<file path="config.mk">
export PLATFORM = sky130hd
export DESIGN_NAME = riscv_core_mdu
export DESIGN_NICKNAME = d
export VERILOG_FILES = /design/src/rtl/riscv_core_mdu.sv
export SDC_FILE = /design/constraint.sdc
export NUM_CORES = 2
export LEC_CHECK = 0
export BUFFER_PORTS_ARGS = -buffer_cell sky130_fd_sc_hd__clkbuf_2
export CORE_ASPECT_RATIO = 0.5
export CORE_UTILIZATION = 40
export DETAILED_ROUTE_END_ITERATION = 6
export PLACE_DENSITY_LB_ADDON = 0.25
export SLEW_MARGIN = 10
export SYNTH_ARGS = -nofsm -noshare
export SYNTH_HDL_FRONTEND = slang
export SYNTH_SLANG_ARGS = --single-unit
export TNS_END_PERCENT = 30
</file>
<file path="constraint.sdc">
create_clock -name i_mdu_clk -period 15.3 [get_ports i_mdu_clk]
set_clock_uncertainty 0.1 [all_clocks]
set_input_delay 2.295 -clock i_mdu_clk [delete_from_list [all_inputs] [get_ports i_mdu_clk]]
set_output_delay 2.295 -clock i_mdu_clk [all_outputs]
set_load 0.02 [all_outputs]
</file>
<file path="src/rtl/riscv_core_mdu.sv">
// Iterative RV64M multiply/divide unit: shift-add multiplier, restoring radix-2 divider.
// Define MDU_FAST_MUL_EN to compute multiplies with a single-cycle multiplier in IDLE.
module riscv_core_mdu #(
    parameter int unsigned XLEN  = 64,
    parameter int unsigned CNT_W = 7
) (
    input  logic            i_mdu_clk,
    input  logic            i_mdu_rst,
    input  logic            i_mdu_start,
    input  logic            i_mdu_kill,
    input  logic [2:0]      i_mdu_op,
    input  logic            i_mdu_word,
    input  logic [XLEN-1:0] i_mdu_srca,
    input  logic [XLEN-1:0] i_mdu_srcb,
    output logic [XLEN-1:0] o_mdu_result,
    output logic            o_mdu_busy,
    output logic            o_mdu_done
);

    typedef enum logic [1:0] {StIdle, StCalc, StFix, StDone} state_e;

`ifdef MDU_FAST_MUL_EN
    localparam bit FastMul = 1'b1;
`else
    localparam bit FastMul = 1'b0;
`endif

    state_e            r_state, w_state_next;
    logic [2:0]        r_op;
    logic              r_word;
    logic [CNT_W-1:0]  r_cnt;
    logic [XLEN-1:0]   r_a, r_b, r_rem, r_result;
    logic [2*XLEN-1:0] r_acc;
    logic              r_neg_q, r_neg_r;

    function automatic logic [XLEN-1:0] f_sext32(input logic [31:0] v);
        return {{(XLEN-32){v[31]}}, v};
    endfunction

    function automatic logic [XLEN-1:0] f_mul_out(input logic [2*XLEN-1:0] p, input logic neg,
                                                  input logic [2:0] op, input logic word);
        logic [2*XLEN-1:0] s;
        s = neg ? -p : p;
        if (word) return f_sext32(s[31:0]);
        if (op[1:0] == 2'b00) return s[XLEN-1:0];
        return s[2*XLEN-1:XLEN];
    endfunction

    function automatic logic [XLEN-1:0] f_div_out(input logic [XLEN-1:0] q, input logic [XLEN-1:0] r,
                                                  input logic neg_q, input logic neg_r,
                                                  input logic is_rem, input logic word);
        logic [XLEN-1:0] v;
        v = is_rem ? (neg_r ? -r : r) : (neg_q ? -q : q);
        return word ? f_sext32(v[31:0]) : v;
    endfunction

    logic            w_go, w_is_div, w_a_signed, w_b_signed, w_a_neg, w_b_neg;
    logic            w_b_zero, w_ovf, w_special;
    logic [XLEN-1:0] w_a_ext, w_b_ext, w_a_mag, w_b_mag, w_min, w_special_res;

    // Operand conditioning; MUL and all word multiplies need only the low bits, so stay unsigned
    always_comb begin
        w_go       = i_mdu_start && !i_mdu_kill;
        w_is_div   = i_mdu_op[2];
        w_a_signed = w_is_div ? !i_mdu_op[0]
                              : (!i_mdu_word && (i_mdu_op == 3'b001 || i_mdu_op == 3'b010));
        w_b_signed = w_is_div ? !i_mdu_op[0] : (!i_mdu_word && i_mdu_op == 3'b001);
        if (i_mdu_word) begin
            w_a_ext = w_a_signed ? f_sext32(i_mdu_srca[31:0])
                                 : {{(XLEN-32){1'b0}}, i_mdu_srca[31:0]};
            w_b_ext = w_b_signed ? f_sext32(i_mdu_srcb[31:0])
                                 : {{(XLEN-32){1'b0}}, i_mdu_srcb[31:0]};
            w_min   = f_sext32(32'h8000_0000);
        end else begin
            w_a_ext = i_mdu_srca;
            w_b_ext = i_mdu_srcb;
            w_min   = {1'b1, {(XLEN-1){1'b0}}};
        end
        w_a_neg   = w_a_signed && w_a_ext[XLEN-1];
        w_b_neg   = w_b_signed && w_b_ext[XLEN-1];
        w_a_mag   = w_a_neg ? -w_a_ext : w_a_ext;
        w_b_mag   = w_b_neg ? -w_b_ext : w_b_ext;
        w_b_zero  = (w_b_ext == '0);
        w_ovf     = w_a_signed && (w_a_ext == w_min) && (&w_b_ext);
        w_special = w_is_div && (w_b_zero || w_ovf);
        if (w_b_zero) begin
            w_special_res = i_mdu_op[1] ? (i_mdu_word ? f_sext32(i_mdu_srca[31:0]) : i_mdu_srca)
                                        : '1;
        end else begin
            w_special_res = i_mdu_op[1] ? '0 : w_a_ext;
        end
    end

`ifdef MDU_FAST_MUL_EN
    logic [2*XLEN-1:0] w_fast_prod;
    assign w_fast_prod = {{XLEN{1'b0}}, w_a_mag} * {{XLEN{1'b0}}, w_b_mag};
`endif

    logic [XLEN:0]     w_sum, w_shift;
    logic [XLEN-1:0]   w_sub, w_fix;
    logic              w_ge;
    logic [2*XLEN-1:0] w_prod;

    always_comb begin
        w_sum   = {1'b0, r_acc[2*XLEN-1:XLEN]} + {1'b0, (r_acc[0] ? r_a : {XLEN{1'b0}})};
        w_shift = {r_rem, r_acc[XLEN-1]};
        w_ge    = w_shift >= {1'b0, r_b};
        w_sub   = w_shift[XLEN-1:0] - r_b;
        // A 32-step multiply leaves the product 32 bits above its 64-step position
        w_prod  = r_word ? {32'b0, r_acc[2*XLEN-1:32]} : r_acc;
        w_fix   = r_op[2] ? f_div_out(r_acc[XLEN-1:0], r_rem, r_neg_q, r_neg_r, r_op[1], r_word)
                          : f_mul_out(w_prod, r_neg_q, r_op, r_word);
    end

    always_ff @(posedge i_mdu_clk or posedge i_mdu_rst) begin
        if (i_mdu_rst) r_state <= StIdle;
        else           r_state <= w_state_next;
    end

    always_comb begin
        w_state_next = r_state;
        case (r_state)
            StIdle: if (w_go) w_state_next = (w_special || (FastMul && !w_is_div)) ? StDone : StCalc;
            StCalc: begin
                if (i_mdu_kill)                 w_state_next = StIdle;
                else if (r_cnt == CNT_W'(1))    w_state_next = StFix;
            end
            StFix:   w_state_next = i_mdu_kill ? StIdle : StDone;
            default: w_state_next = StIdle;
        endcase
    end

    always_ff @(posedge i_mdu_clk or posedge i_mdu_rst) begin
        if (i_mdu_rst) begin
            r_op     <= '0;
            r_word   <= 1'b0;
            r_cnt    <= '0;
            r_a      <= '0;
            r_b      <= '0;
            r_rem    <= '0;
            r_acc    <= '0;
            r_neg_q  <= 1'b0;
            r_neg_r  <= 1'b0;
            r_result <= '0;
        end else begin
            case (r_state)
                StIdle: if (w_go) begin
                    r_op    <= i_mdu_op;
                    r_word  <= i_mdu_word;
                    r_cnt   <= i_mdu_word ? CNT_W'(32) : CNT_W'(XLEN);
                    r_a     <= w_a_mag;
                    r_b     <= w_b_mag;
                    r_neg_q <= w_a_neg ^ w_b_neg;
                    r_neg_r <= w_a_neg;
                    r_rem   <= '0;
                    // Word divides place the dividend at the top so the MSB shift-out is uniform
                    r_acc   <= w_is_div
                        ? {{XLEN{1'b0}}, (i_mdu_word ? {w_a_mag[31:0], {(XLEN-32){1'b0}}} : w_a_mag)}
                        : {{XLEN{1'b0}}, w_b_mag};
                    if (w_special) r_result <= w_special_res;
`ifdef MDU_FAST_MUL_EN
                    else if (!w_is_div)
                        r_result <= f_mul_out(w_fast_prod, w_a_neg ^ w_b_neg, i_mdu_op, i_mdu_word);
`endif
                end
                StCalc: if (!i_mdu_kill) begin
                    r_cnt <= r_cnt - CNT_W'(1);
                    if (r_op[2]) begin
                        r_rem             <= w_ge ? w_sub : w_shift[XLEN-1:0];
                        r_acc[XLEN-1:0]   <= {r_acc[XLEN-2:0], w_ge};
                    end else begin
                        r_acc <= {w_sum, r_acc[XLEN-1:1]};
                    end
                end
                StFix: if (!i_mdu_kill) r_result <= w_fix;
                default: ;
            endcase
        end
    end

    assign o_mdu_busy   = (r_state == StIdle) ? w_go : 1'b1;
    assign o_mdu_done   = (r_state == StDone);
    assign o_mdu_result = r_result;

endmodule
</file>
# Word-level counts from Yosys, hierarchy flattened

Cells that the tools add are included.

Register bits after elaboration: 399
Output and inout bits: 66
Logic and storage cells: 116

$add $sub $neg: 8
$lt $le $gt $ge: 1
Equality and inequality tests: 14
Multiplexer cells: 55
Bitwise operators: 1
Reductions and logical operators: 25

Operators by type and width:

| kind                                             | number |
|---|---|
| two-way mux 64 bit                               | 31 |
| two-way mux 128 bit                              | 4 |
| negator 64 bit                                   | 4 |
| case mux 128 bit (2 select lines)                | 1 |
| case mux 64 bit (2 select lines)                 | 2 |
| negator 128 bit                                  | 1 |
| adder 64 x 64 -> 65 bit                          | 1 |
| greater-or-equal comparator 65 x 64 -> 1 bit     | 1 |
| == test 64 bit                                   | 1 |
| zero test 64 bit                                 | 1 |
| AND reduction 64 bit                             | 1 |
| subtractor 64 bit                                | 1 |
| two-way mux 63 bit                               | 1 |
| two-way mux 7 bit                                | 3 |
| case mux 7 bit (2 select lines)                  | 1 |
| inequality test 2 bit, second input constant     | 6 |
| AND reduction 4 bit                              | 3 |
| two-way mux 2 bit                                | 5 |
| logical AND 1 bit                                | 8 |
| == test 7 x 1 -> 1 bit, second input constant    | 1 |
| subtractor 7 x 1 -> 7 bit, second input constant | 1 |
| two-way mux 1 bit                                | 6 |
| case mux 2 bit (3 select lines)                  | 1 |
| == test 2 bit, second input constant             | 2 |
| 11 further kinds                                 | 17 |

# Logic depth before layout (Yosys ltp)

Word-level depth: 14
Depth in mapped cells: 22
Mapped depth without buffers: 14

# Least setup slack after synthesis

No wires, ideal clock.

Path kind: register to register
Start point: reg r_word
End point: reg r_result[60], in the netlist o_mdu_result[60]
Arrival time: 5.334 ns
Data required time: 15.076 ns
Setup slack: 9.742 ns
Cell stages (with the launch flop): 23
Buffers on the path: 11
Cells stage by stage: dfrtp_1 -> buf_6 -> buf_6 -> buf_4 -> buf_2 -> buf_6 -> buf_4 -> buf_2 -> buf_1 -> clkbuf_1 -> buf_2 -> mux2i_1 -> ha_1 -> o21ai_0 -> nor4_2 -> nand4_2 -> or4_1 -> buf_2 -> nor3_1 -> mux2_2 -> a211oi_1 -> nor3_1 -> a211o_1

Cells in the longest elaborated chain, start to end: 10
Elaborated cells between the ends (all ways): 12

RTL lines:

| element                            | line | source |
|---|---|---|
| start, declared                    | 30   | `logic r_word;` |
| start signal, assigned             | 149  | `r_word <= i_mdu_word;` |
| two-way mux 128 bit                | 110  | `w_prod = r_word ? {32'b0, r_acc[2*XLEN-1:32]} : r_acc;` |
| negator 128 bit                    | 43   | `s = neg ? -p : p;` |
| two-way mux 128 bit                | 43   |  |
| two-way mux 64 bit                 | 44   | `if (word) return f_sext32(s[31:0]);` |
| two-way mux 64 bit                 | 45   | `if (op[1:0] == 2'b00) return s[XLEN-1:0];` |
| two-way mux 64 bit                 | 46   | `return s[2*XLEN-1:XLEN];` |
| two-way mux 64 bit                 | 45   |  |
| two-way mux 64 bit *               | 111  | `w_fix = r_op[2] ? f_div_out(r_acc[XLEN-1:0], r_rem, r_neg_q, r_neg_r, r_op[1], r_word)` |
| two-way mux 64 bit *               | 175  | `StFix: if (!i_mdu_kill) r_result <= w_fix;` |
| case mux 64 bit (2 select lines) * | 146  | `case (r_state)` |
| end signal, assigned               | 160  | `if (w_special) r_result <= w_special_res;` |
| end signal, assigned               | 175  |  |
| end, declared                      | 32   | `logic [XLEN-1:0] r_a, r_b, r_rem, r_result;` |

Every way passes the cells marked *; elsewhere a longest branch is shown, timed or not. The select of a mux whose other input is x is not followed.
A chain may end at the register's enable or synchronous reset.

# Worst setup path in the final report

Start point: in i_mdu_word
End point: reg r_result[34], in the netlist o_mdu_result[34]

Cells in the longest elaborated chain, start to end: 12
Elaborated cells between the ends (all ways): 26

RTL lines:

| element                                | line   | source |
|---|---|---|
| start, declared                        | 12     | `input logic i_mdu_word,` |
| zero test 1 bit                        | 66, 67 |  |
| logical AND 1 bit                      | 66     | `: (!i_mdu_word && (i_mdu_op == 3'b001 \|\| i_mdu_op == 3'b010));` |
| two-way mux 1 bit                      | 65     | `w_a_signed = w_is_div ? !i_mdu_op[0]` |
| two-way mux 64 bit                     | 69     | `w_a_ext = w_a_signed ? f_sext32(i_mdu_srca[31:0])` |
| two-way mux 64 bit                     | 68     | `if (i_mdu_word) begin` |
| == test 64 bit                         | 84     | `w_ovf = w_a_signed && (w_a_ext == w_min) && (&w_b_ext);` |
| logical AND 1 bit (2 in a row)         | 84     |  |
| logical OR 1 bit                       | 85     | `w_special = w_is_div && (w_b_zero \|\| w_ovf);` |
| logical AND 1 bit                      | 85     |  |
| inequality test 2 bit (no source line) | --     |  |
| AND reduction 4 bit (no source line)   | --     |  |

Parallel ways exist; a longest one is shown, timed or not. The select of a mux whose other input is x is not followed.

==> results.sh <==
export IMPL_outcome="finished with violations"
export IMPL_violations="DRC, capacitance limit, slew limit"
export IMPL_core_um2=98600
export IMPL_post_drt_wl_per_cell_um=30.3
export IMPL_netlist_instances=5307
export IMPL_hold_path_depth=2
export IMPL_hp_class="register to register"
export IMPL_worst_ep_required_time_ns=15.72
export IMPL_grt_max_degree=159
export IMPL_fin_area_um2=43700
export IMPL_ys_warn_count=0
export IMPL_r2r_start="r_word$_DFFE_PP0P_"
export IMPL_async_reset_ff_share_pct=100
export IMPL_drtAntennaViolNets=0
export IMPL_routed_wl_mm=200
export IMPL_min_period_ns=6.91
export IMPL_power_density_nw_per_um2=147
export IMPL_cp_startpoint="i_mdu_word"
export IMPL_cts_root_buffer="clkbuf_16"
export IMPL_antenna_found_initial=21
export IMPL_placed_cells=6519
export IMPL_ir_drop_mv=0.0902
export IMPL_tightest_slew_ns=1.51
export IMPL_max_freq_mhz=145
export IMPL_syn_num_nets=5581
export IMPL_hold_viol_final=0
export IMPL_setup_viol=0
export IMPL_clkSlewWorstSetupHoldPaths_ns=0.06
export IMPL_ctsHoldBuffers=0
export IMPL_p_leak_uw=0.0186
export IMPL_viasPerCell=6.58
export IMPL_ys_ff_latch=399
export IMPL_place_congestion=1.04
export IMPL_synth_commonest_cells="nand2_1, o21ai_0, dfrtp_1"
export IMPL_drc=12
export IMPL_area_growth_pct=8.77
export IMPL_layout_drive_gt1_share_pct=10.6
export IMPL_cts_setup_buffers=0
export IMPL_rows=81
export IMPL_yosysTopAreaCell="dfrtp_1"
export IMPL_synth_distinct_cells=105
export IMPL_syn_avg_cell_area_um2=7.57
export IMPL_synth_edff_count=0
export IMPL_grt_pass1_wl_mm=283
export IMPL_via_count=43467
export IMPL_die_h_um=226
export IMPL_relSlewSlack_pct=-1.17
export IMPL_critPathLaunchType="input pin"
export IMPL_placed_area_um2=42000
export IMPL_grt_ovfl_total=0
export IMPL_fillCellCount=10025
export IMPL_cp_arrival_ns=7.33
export IMPL_drt_iter0_markers=6091
export IMPL_rsz0062_at_grt="no"
export IMPL_initial_core_util_pct=40.7
export IMPL_reg2reg_depth=10
export IMPL_crit_type="input pin to register"
export IMPL_min_from="r_a[37]$_DFFE_PP0P_"
export IMPL_yosysMostFrequentCell="nand2_1"
export IMPL_dp_hpwl_mm=154
export IMPL_dieArea_um2=102000
export IMPL_stdcell_count=6609
export IMPL_cts_buffers_inserted=45
export IMPL_cts_tree="built"
export IMPL_finalMaxSlewViolations=4
export IMPL_htree_num_levels=2
export IMPL_chipWidth_um=450
export IMPL_portBuffers=201
export IMPL_timing_final_crit_share_pct=45.1
export IMPL_post_route_util_pct=44.3
export IMPL_cts_buffer_depth=3
export IMPL_drt_first_pass_iters=7
export IMPL_io_pins=202
export IMPL_yosysSeqAreaShare_pct=24.9
export IMPL_whs_ns=0.368
export IMPL_synth_main_ff_cell="dfrtp_1"
export IMPL_cts_resized_gates=0
export IMPL_synth_top_area_share_pct=24.9
export IMPL_netlist_area_um2=40100
export IMPL_worstSkewPairLatency_ns=0.66
export IMPL_worst_path_max_fanout=61
export IMPL_grt_usage_pct=37.9
export IMPL_ys_top_cells_by_area="dfrtp_1, o21ai_0, nand2_1"
export IMPL_cap_violations=1
export IMPL_cts_sinks=399
export IMPL_finalSetupTns_ns=0
export IMPL_endpoint_kind="register"
export IMPL_first_global_vias=39249
export IMPL_nets=5512
## registers in the layout (all words and copies together), names as in the netlist
name / cells
o_mdu_result: 64
r_a: 64
r_acc: 128
r_rem: 64
r_b: 64
r_cnt: 7
r_neg_q: 1
r_state: 2
r_word: 1
r_neg_r: 1
r_op: 3
## final cells by class
type                       count  area (um2)  area share [%]
clock inverter                30         400           0.917
tap                         1328        1660            3.80
antenna                        7        17.5          0.0401
multi-input combinational   4325       28000            64.0
inverter                     163         619            1.42
timing repair buffer         304        1800            4.13
sequential                   399       10000            22.9
clock buffer                  53        1210            2.76
## power by group
group	switching, uW	internal (uW)
clock	543	706
sequential	522	1290
combinational	2230	1130
total	3300	3120
## logic make-up after synthesis
| kind of cell | synth area share (%) |
|---|---|
| muxes | 5.61 |
| xor gates and xnor gates | 9.45 |
| and+or+nand+nor | 21.9 |
| adders and majority gates | 5.09 |
| AOI/OAI and AO/OA | 27.4 |
| DFF | 24.9 |
| buffers and inverters | 5.74 |
## final timing paths
check                                          endpoint  slack, ns
setup / recovery           o_mdu_result[34]$_DFFE_PP0P_       8.39
hold / removal                      r_a[37]$_DFFE_PP0P_       0.37
setup reg to reg           o_mdu_result[34]$_DFFE_PP0P_       8.95
hold reg to reg                     r_a[37]$_DFFE_PP0P_       0.37
max in group asynchronous           r_neg_q$_DFFE_PP0P_      10.66
min in group asynchronous        r_acc[115]$_DFFE_PP0P_       1.69
## placed cells by master, fill, tap and decap left out, drive strengths merged, types with 89 or more instances in the layout
cell | Yosys | final
a21o | 100 | 100
a21oi | 382 | 382
and2 | 95 | 95
buf | 88 | 103
clkbuf | 332 | 254
dfrtp | 399 | 399
ha | 136 | 136
inv | 161 | 165
mux2i | 151 | 151
nand2 | 632 | 632
nor2 | 351 | 351
nor3 | 157 | 157
o21ai | 594 | 594
o31ai | 89 | 89
xnor2 | 243 | 243
xor2 | 190 | 190
## layer usage
metal	GRT usage (%)	up-vias	part of all wire, %	wire length (um)
li1	-	19232	-	-
met1	52.6	21109	42	84900
met2	51.7	2707	39	77400
met3	16.0	409	15	29500
met4	13.2	10	4.2	8410
met5	0	-	0.034	68
## worst max-delay path: stages
cell       delay [ns]
clkbuf_2         0.33
buf_4            0.47
inv_2            0.46
buf_4            0.49
a21o_1           0.29
o41a_1           0.22
nand4bb_2        0.15
buf_4            0.45
o41ai_1          0.17
a31o_2           0.33
nand2_4          0.48
buf_4            0.64
nor3_1           0.14
a211o_1          0.29
## through the flow
stage / total power, uW / worst slack, ns
5_1_grt: 6650 / 8.23
4_1_cts: 6240 / 8.61
3_5_place_dp: 4980 / 7.92
2_1_floorplan: 3730 / 1.81
6_report: 6420 / 8.39
3_3_place_gp: 4960 / 8.00
Note: power is estimated with default switching activity, not from simulation.
